<file path="config.mk">
export PLATFORM = sky130hd
export DESIGN_NAME = serial_add_sub
export DESIGN_NICKNAME = d
export VERILOG_FILES = /design/src/rtl/add_sub_pkg.sv /design/src/rtl/full_adder_1b.sv /design/src/rtl/mux_2_to_1.sv /design/src/rtl/serial_add_sub.sv
export SDC_FILE = /design/constraint.sdc
export NUM_CORES = 1
export LEC_CHECK = 0
export BUFFER_PORTS_ARGS = -buffer_cell sky130_fd_sc_hd__buf_2
export CELL_PAD_IN_SITES_DETAIL_PLACEMENT = 1
export CELL_PAD_IN_SITES_GLOBAL_PLACEMENT = 1
export CORE_AREA = 10 10 67 80
export DETAILED_ROUTE_END_ITERATION = 10
export DIE_AREA = 0 0 77 90
export MAX_ROUTING_LAYER = met4
export PLACE_DENSITY_LB_ADDON = 0.1
export SLEW_MARGIN = 20
export SYNTH_ARGS = -nofsm -noshare
export SYNTH_HDL_FRONTEND = slang
export SYNTH_SLANG_ARGS = --single-unit
</file>
<file path="constraint.sdc">
create_clock -name clk -period 1.9 [get_ports clk]
set_clock_uncertainty 0.2 [all_clocks]
set_input_delay 0.38 -clock clk [delete_from_list [all_inputs] [get_ports clk]]
set_output_delay 0.38 -clock clk [all_outputs]
set_load 0.1 [all_outputs]
</file>
<file path="src/rtl/add_sub_pkg.sv">
// Shared definitions for the bit-serial adder/subtractor: FSM encodings and
// the default operand width.
package add_sub_pkg;

   localparam int DEFAULT_WIDTH = 8;

   typedef enum logic [1:0] {
      IDLE = 2'd0,
      RUN  = 2'd1,
      DONE = 2'd2
   } state_t;

endpackage : add_sub_pkg

</file>
<file path="src/rtl/full_adder_1b.sv">
// Combinational one-bit full adder; the per-bit slice of the serial datapath.
module full_adder_1b (
   input  logic a,
   input  logic b,
   input  logic cin,
   output logic s,
   output logic cout
);

   assign s    = a ^ b ^ cin;
   assign cout = (a & b) | (a & cin) | (b & cin);

endmodule : full_adder_1b

</file>
<file path="src/rtl/mux_2_to_1.sv">
// Single-bit 2:1 multiplexer: y = sel ? in1 : in0.
module mux_2_to_1 (
   input  logic in0,
   input  logic in1,
   input  logic sel,
   output logic y
);

   assign y = sel ? in1 : in0;

endmodule : mux_2_to_1

</file>
<file path="src/rtl/serial_add_sub.sv">
// Bit-serial WIDTH-bit adder/subtractor: latches operands on start, then
// resolves one bit per clock LSB first and pulses done with the final flags.
module serial_add_sub
   import add_sub_pkg::*;
#(
   parameter int WIDTH = DEFAULT_WIDTH
) (
   input  logic             clk,
   input  logic             rst,
   input  logic             start,
   input  logic             sub,
   input  logic [WIDTH-1:0] a,
   input  logic [WIDTH-1:0] b,
   output logic [WIDTH-1:0] result,
   output logic             cout,
   output logic             overflow,
   output logic             busy,
   output logic             done
);

   localparam int CNT_W = $clog2(WIDTH);

   state_t             state;
   state_t             next_state;
   logic [WIDTH-1:0]   a_sr;
   logic [WIDTH-1:0]   b_sr;
   logic [CNT_W-1:0]   bit_cnt;
   logic               sub_r;
   logic               carry;
   logic               carry_in_msb;
   logic               res_valid;
   logic               bb;
   logic               fa_s;
   logic               fa_cout;
   logic               last_bit;
   logic               accept;

   assign accept   = (state == IDLE) && start;
   assign last_bit = (bit_cnt == CNT_W'(WIDTH - 1));

   mux_2_to_1 u_b_inv (
      .in0 (b_sr[0]),
      .in1 (~b_sr[0]),
      .sel (sub_r),
      .y   (bb)
   );

   full_adder_1b u_slice (
      .a    (a_sr[0]),
      .b    (bb),
      .cin  (carry),
      .s    (fa_s),
      .cout (fa_cout)
   );

   // NOTE: clocked state uses non-blocking assignments so every register
   // samples pre-edge values, independent of statement order.
   always_ff @(posedge clk) begin
      if (rst) state <= IDLE;
      else     state <= next_state;
   end

   // NOTE: next_state gets a default before the case so no path leaves it
   // unassigned, which would infer a latch.
   always_comb begin
      next_state = state;
      unique case (state)
         IDLE:    if (start) next_state = RUN;
         RUN:     if (last_bit) next_state = DONE;
         DONE:    next_state = IDLE;
         default: next_state = IDLE;
      endcase
   end

   always_comb begin
      busy = (state == RUN);
      done = (state == DONE);
   end

   always_ff @(posedge clk) begin
      if (rst) begin
         a_sr         <= '0;
         b_sr         <= '0;
         bit_cnt      <= '0;
         sub_r        <= 1'b0;
         carry        <= 1'b0;
         carry_in_msb <= 1'b0;
         res_valid    <= 1'b0;
         result       <= '0;
      end else if (accept) begin
         a_sr         <= a;
         b_sr         <= b;
         bit_cnt      <= '0;
         sub_r        <= sub;
         carry        <= sub;   // +1 of the two's complement negate
         carry_in_msb <= 1'b0;
         res_valid    <= 1'b0;
         result       <= '0;
      end else if (state == RUN) begin
         a_sr    <= a_sr >> 1;
         b_sr    <= b_sr >> 1;
         bit_cnt <= bit_cnt + CNT_W'(1);
         carry   <= fa_cout;
         result  <= {fa_s, result[WIDTH-1:1]};
         if (last_bit) begin
            carry_in_msb <= carry;
            res_valid    <= 1'b1;
         end
      end
   end

   // carry stops moving once RUN ends, so the flags hold until the next accept
   assign cout     = res_valid & carry;
   assign overflow = res_valid & (carry_in_msb ^ carry);

endmodule : serial_add_sub

</file>
# Yosys cells after proc, flatten, opt, wreduce, memory -nomap -nowiden
# Index checks and enable logic that the tools add are counted.
# totals
word_cells,42
mem_count,0
inputBits,20
out_inout_bits,12
latch_bits,0
ff_bits,33
mem_bits_ro,0
ram_bits,0
# op_classes
bitwise,11
reduce_logical,6
magnitude_cmp,0
n_shift,0
eq_ne,5
addsub,1
n_mux,10
n_div,0
mul,0
# op_table
op,n
two-way mux 8 bit,4
AND 1 bit,5
two-way mux 2 bit,2
case mux 2 bit (2 select lines),1
AND reduction 2 bit,2
adder 3 x 1 -> 3 bit (second input constant),1
== test 3 bit (second input constant),1
two-way mux 1 bit,3
XOR 1 bit,3
== test 2 x 1 -> 1 bit (second input constant),1
== test 2 bit (second input constant),1
logical NOT 2 bit,1
inequality test 2 x 1 -> 1 bit (second input constant),1
inequality test 2 bit (second input constant),1
bitwise OR 1 bit,2
nonzero test 2 bit,1
OR reduction 2 bit,1
logical AND 1 bit,1
NOT 1 bit,1

# Depth between registers and ports, before layout
# depth
word_depth,7
ltp_mapped,7
mapped_depth_nobuf,5

# Hierarchy
# Synthesis repeated with hierarchy kept, for this count alone.
# hier_totals
cells_unflattened,166
area_unflattened_um2,1496.4
# modules_own_cells
mod,area_per_inst_um2,seq_area_each_um2,n_inst,cells_each
serial_add_sub,1461.4,660.6,1,164
full_adder_1b,20.0,0.0,1,1
mux_2_to_1,15.0,0.0,1,1

# Least setup slack after synthesis
# OpenSTA, ideal clock, no wires.
# synth_timing
path_kind,reg2out
from,register state[1]
to,output done
arrival_time_ns,1.765
stages_incl_launch_ff,3
n_path_buf,0
path_slack_ns,-0.445
cell_sequence,dfxtp_1 -> inv_1 -> nor2_1
# synth_between
elab_chain_cells,1
# synth_rtl
item,line,text
from (decl),serial_add_sub.sv:23,state_t state;
from (signal assigned),serial_add_sub.sv:60,else state <= next_state;
== test 2 bit,serial_add_sub.sv:77,done = (state == DONE);
to (decl),serial_add_sub.sv:18,output logic done
# No other way between the ends.

# Worst setup path in the final report
# layout_timing
from,register state[1]
to,output busy
# layout_between
elab_chain_cells,1
# layout_rtl
item,line,text
== test 2 x 1 -> 1 bit,serial_add_sub.sv:76,busy = (state == RUN);
to (decl),serial_add_sub.sv:17,"output logic busy,"
# No other way between the ends.

==> flow_summary.json <==
{
  "outcome": "finished, final reports clean",
  "yosys-top-cells-area": "dfxtp_1 46%, nand2_1 8.9%, a21oi_1 8.7%",
  "final_cell_area_mm2": 0.00175,
  "path_delay_family": "buffers and inverters",
  "clk_pin_slew_ns": 0.06,
  "ctsResizeCount": 0,
  "cts_tree": "done",
  "pin_count": 32,
  "dieHeight_um": 90,
  "finalHoldViolCount": 0,
  "critPathLaunchType": "flip-flop",
  "ys_top_cells_by_count": "34 x nand2_1, 33 x dfxtp_1, 25 x a21oi_1",
  "end_kind": "output port",
  "min_from": "b[7]",
  "min_path_type": "in2reg",
  "core_mm2": 0.00385,
  "grt_pass1_vias": 1381,
  "port_buffers": 31,
  "crit_buf_inv": 2,
  "grt_start_max_net_pins": 24,
  "fin_crit_ns": 1.83,
  "synthToLayoutAreaGrowth_pct": 21.6,
  "hold_depth": 3,
  "die_w_um": 77,
  "drive_gt1_share_pct": 25.5,
  "syn-cell-area_mm2": 0.00144,
  "vias": 1286,
  "crit_slowest_cell": "dfxtp_1",
  "clkLatencyLatePin_ns": 0.28,
  "ys_ff_latch": 33,
  "clk_path_buf_depth": 2,
  "slowest_delay_ns": 0.37,
  "synth_top_area_cell": "dfxtp_1",
  "htreeDepth": 2,
  "synth_cells": 170,
  "rsz0062_at_grt": "no",
  "crit_fanout": 14,
  "clockRootBuffer": "clkbuf_8",
  "diodes": 0,
  "r2r_cells": 4,
  "vias_per_cell": 4.98,
  "rrSetupSlack_ns": 0.29,
  "holdBufCountCts": 0,
  "tns_ns": 0,
  "dr.first_iter.drc_count": 50,
  "cts_buffers": 5,
  "synth_async_sr_flop_share_pct": 0,
  "ys_types": 29,
  "min_to": "b_sr[7]$_SDFFE_PP0P_",
  "place_congestion": 0.665,
  "fmax_mhz": 547,
  "leakage_uw": 0.000700,
  "setup_viol": 0,
  "synth_area_per_cell_um2": 8.47,
  "wirelength_mm": 3.59,
  "setup.worst_path.class": "reg2out",
  "path_cells": "nand2b_1, inv_4, buf_12",
  "grt.overflow.total": 0,
  "r2r-end": "a_sr[1]$_SDFFE_PP0P_",
  "postPlaceCellArea_mm2": 0.00167,
  "worstMarginPinSlew_ns": 0.490,
  "dr.pass1.iters": 3,
  "post_cts_buffers": 0,
  "cp.arrival_ns": 1.25,
  "grt_pass1_wl_mm": 6.24,
  "drv_cap": 0,
  "yosysTopAreaCellShare_pct": 45.9,
  "synth_flop_cell": "dfxtp_1",
  "finalMaxSlewViolations": 0,
  "ir_drop_mv": 0.448,
  "synth-warning-count": 0,
  "ys_seq_area_share_pct": 45.9,
  "antenna_found_initial": 0,
  "required_ns": 1.32,
  "ant_nets": 0,
  "rows": 25,
  "powerDensity_mw_per_mm2": 846,
  "synth_edf_count": 0,
  "wl_per_cell_um": 13.9,
  "fin_total_pwr_uw": 1480,
  "detailedPlace.worstSlack_ns": 0.301,
  "die_area_mm2": 0.00693,
  "yosysMostFrequentCell": "nand2_1",
  "rr_startpoint": "state[1]$_SDFFE_PP0P_",
  "clock-sinks": 33,
  "place_hpwl_mm": 2.64,
  "final.setup.worst_slack_ns": 0.0704,
  "fin_nets": 226,
  "final.period_utilization_pct": 96.3,
  "start_util_pct": 37.4,
  "relSlewSlack_pct": 67.5,
  "grt.total_usage_pct": 11.2,
  "synthesis.nets": 193,
  "drc": 0
}
## cells by family (layout without fill, tap and decap cells)
kind of cell             after synthesis  in the layout  share of synthesized area (%)
XOR/XNOR                               3              3                           1.82
AND/OR/NAND/NOR                       67             67                           20.9
flip-flops                            33             33                           45.9
AO/OA/AOI/OAI                         46             46                           19.5
buffers and inverters                 17             51                           7.99
multiplexers                           1              1                          0.782
adder cells (fa/ha/maj)                3              3                           3.13
## stage by stage
step | hold WS (ns) | utilization [%] | cells
after global routing | 0.142 | 45.5 | 258
after floorplan | 0.237 | - | 170
after global placement | 0.244 | 43.3 | 250
after detailed placement | 0.251 | 43.3 | 250
final | 0.137 | 45.5 | 258
after CTS | 0.136 | 45.5 | 258
## registers in the layout (all words and copies together) (netlist names)
signal and flops:
res_valid 1, result 8, b_sr 8, carry_in_msb 1, bit_cnt 3, carry 1
state 2, a_sr 8, sub_r 1
## final cells by class
class,instances,area [um^2]
timing repair buffer,38,253
clock buffer,6,72.6
sequential,33,661
tap,54,67.6
fill,474,2100
inverter,5,21.3
multi-input combinational,120,667
clock inverter,2,10.0
## placed cells by master, fill, tap and decap left out, drive strengths merged, types with 2 or more instances in the layout
cell    instances
inv             5
o22ai           2
clkbuf          6
a21oi          25
nand3           3
xnor2           2
nand2          34
and2            2
buf            38
nor2           21
nand2b          3
clkinv          2
dfxtp          33
ha              2
nand3b          2
a211oi         15
## per-layer routing
metal / vias to the layer above / track usage [%] / wire [um]
met4: 0 / 4.57 / 45
met3: 4 / 3.29 / 143
met5: - / - / 0
met2: 22 / 20.7 / 1930
li1: 636 / - / -
met1: 624 / 10.4 / 1470
## power by group
group / total (uW) / switching [uW] / internal (uW)
registers: 753 / 22.2 / 731
clock network: 496 / 242 / 253
logic: 232 / 142 / 90.3
total: 1480 / 407 / 1070
## worst max-delay path by stage
stage,start,to,slack [ns],depth (start not counted)
4_1_cts,state[1]$_SDFFE_PP0P_,busy,0.0004,3
3_3_place_gp,start,b_sr[2]$_SDFFE_PP0P_,0.33,5
2_1_floorplan,state[1]$_SDFFE_PP0P_,done,0.01,2
5_1_grt,state[1]$_SDFFE_PP0P_,busy,0.008,3
6_report,state[1]$_SDFFE_PP0P_,busy,0.07,3
3_5_place_dp,start,a_sr[5]$_SDFFE_PP0P_,0.30,5
## tightest hold or removal path, cell delays in order
cell and delay [ns]:
buf_2 0.09, nand2_1 0.04, a21oi_1 0.05
No activity file was read; power rests on OpenSTA's default activity.
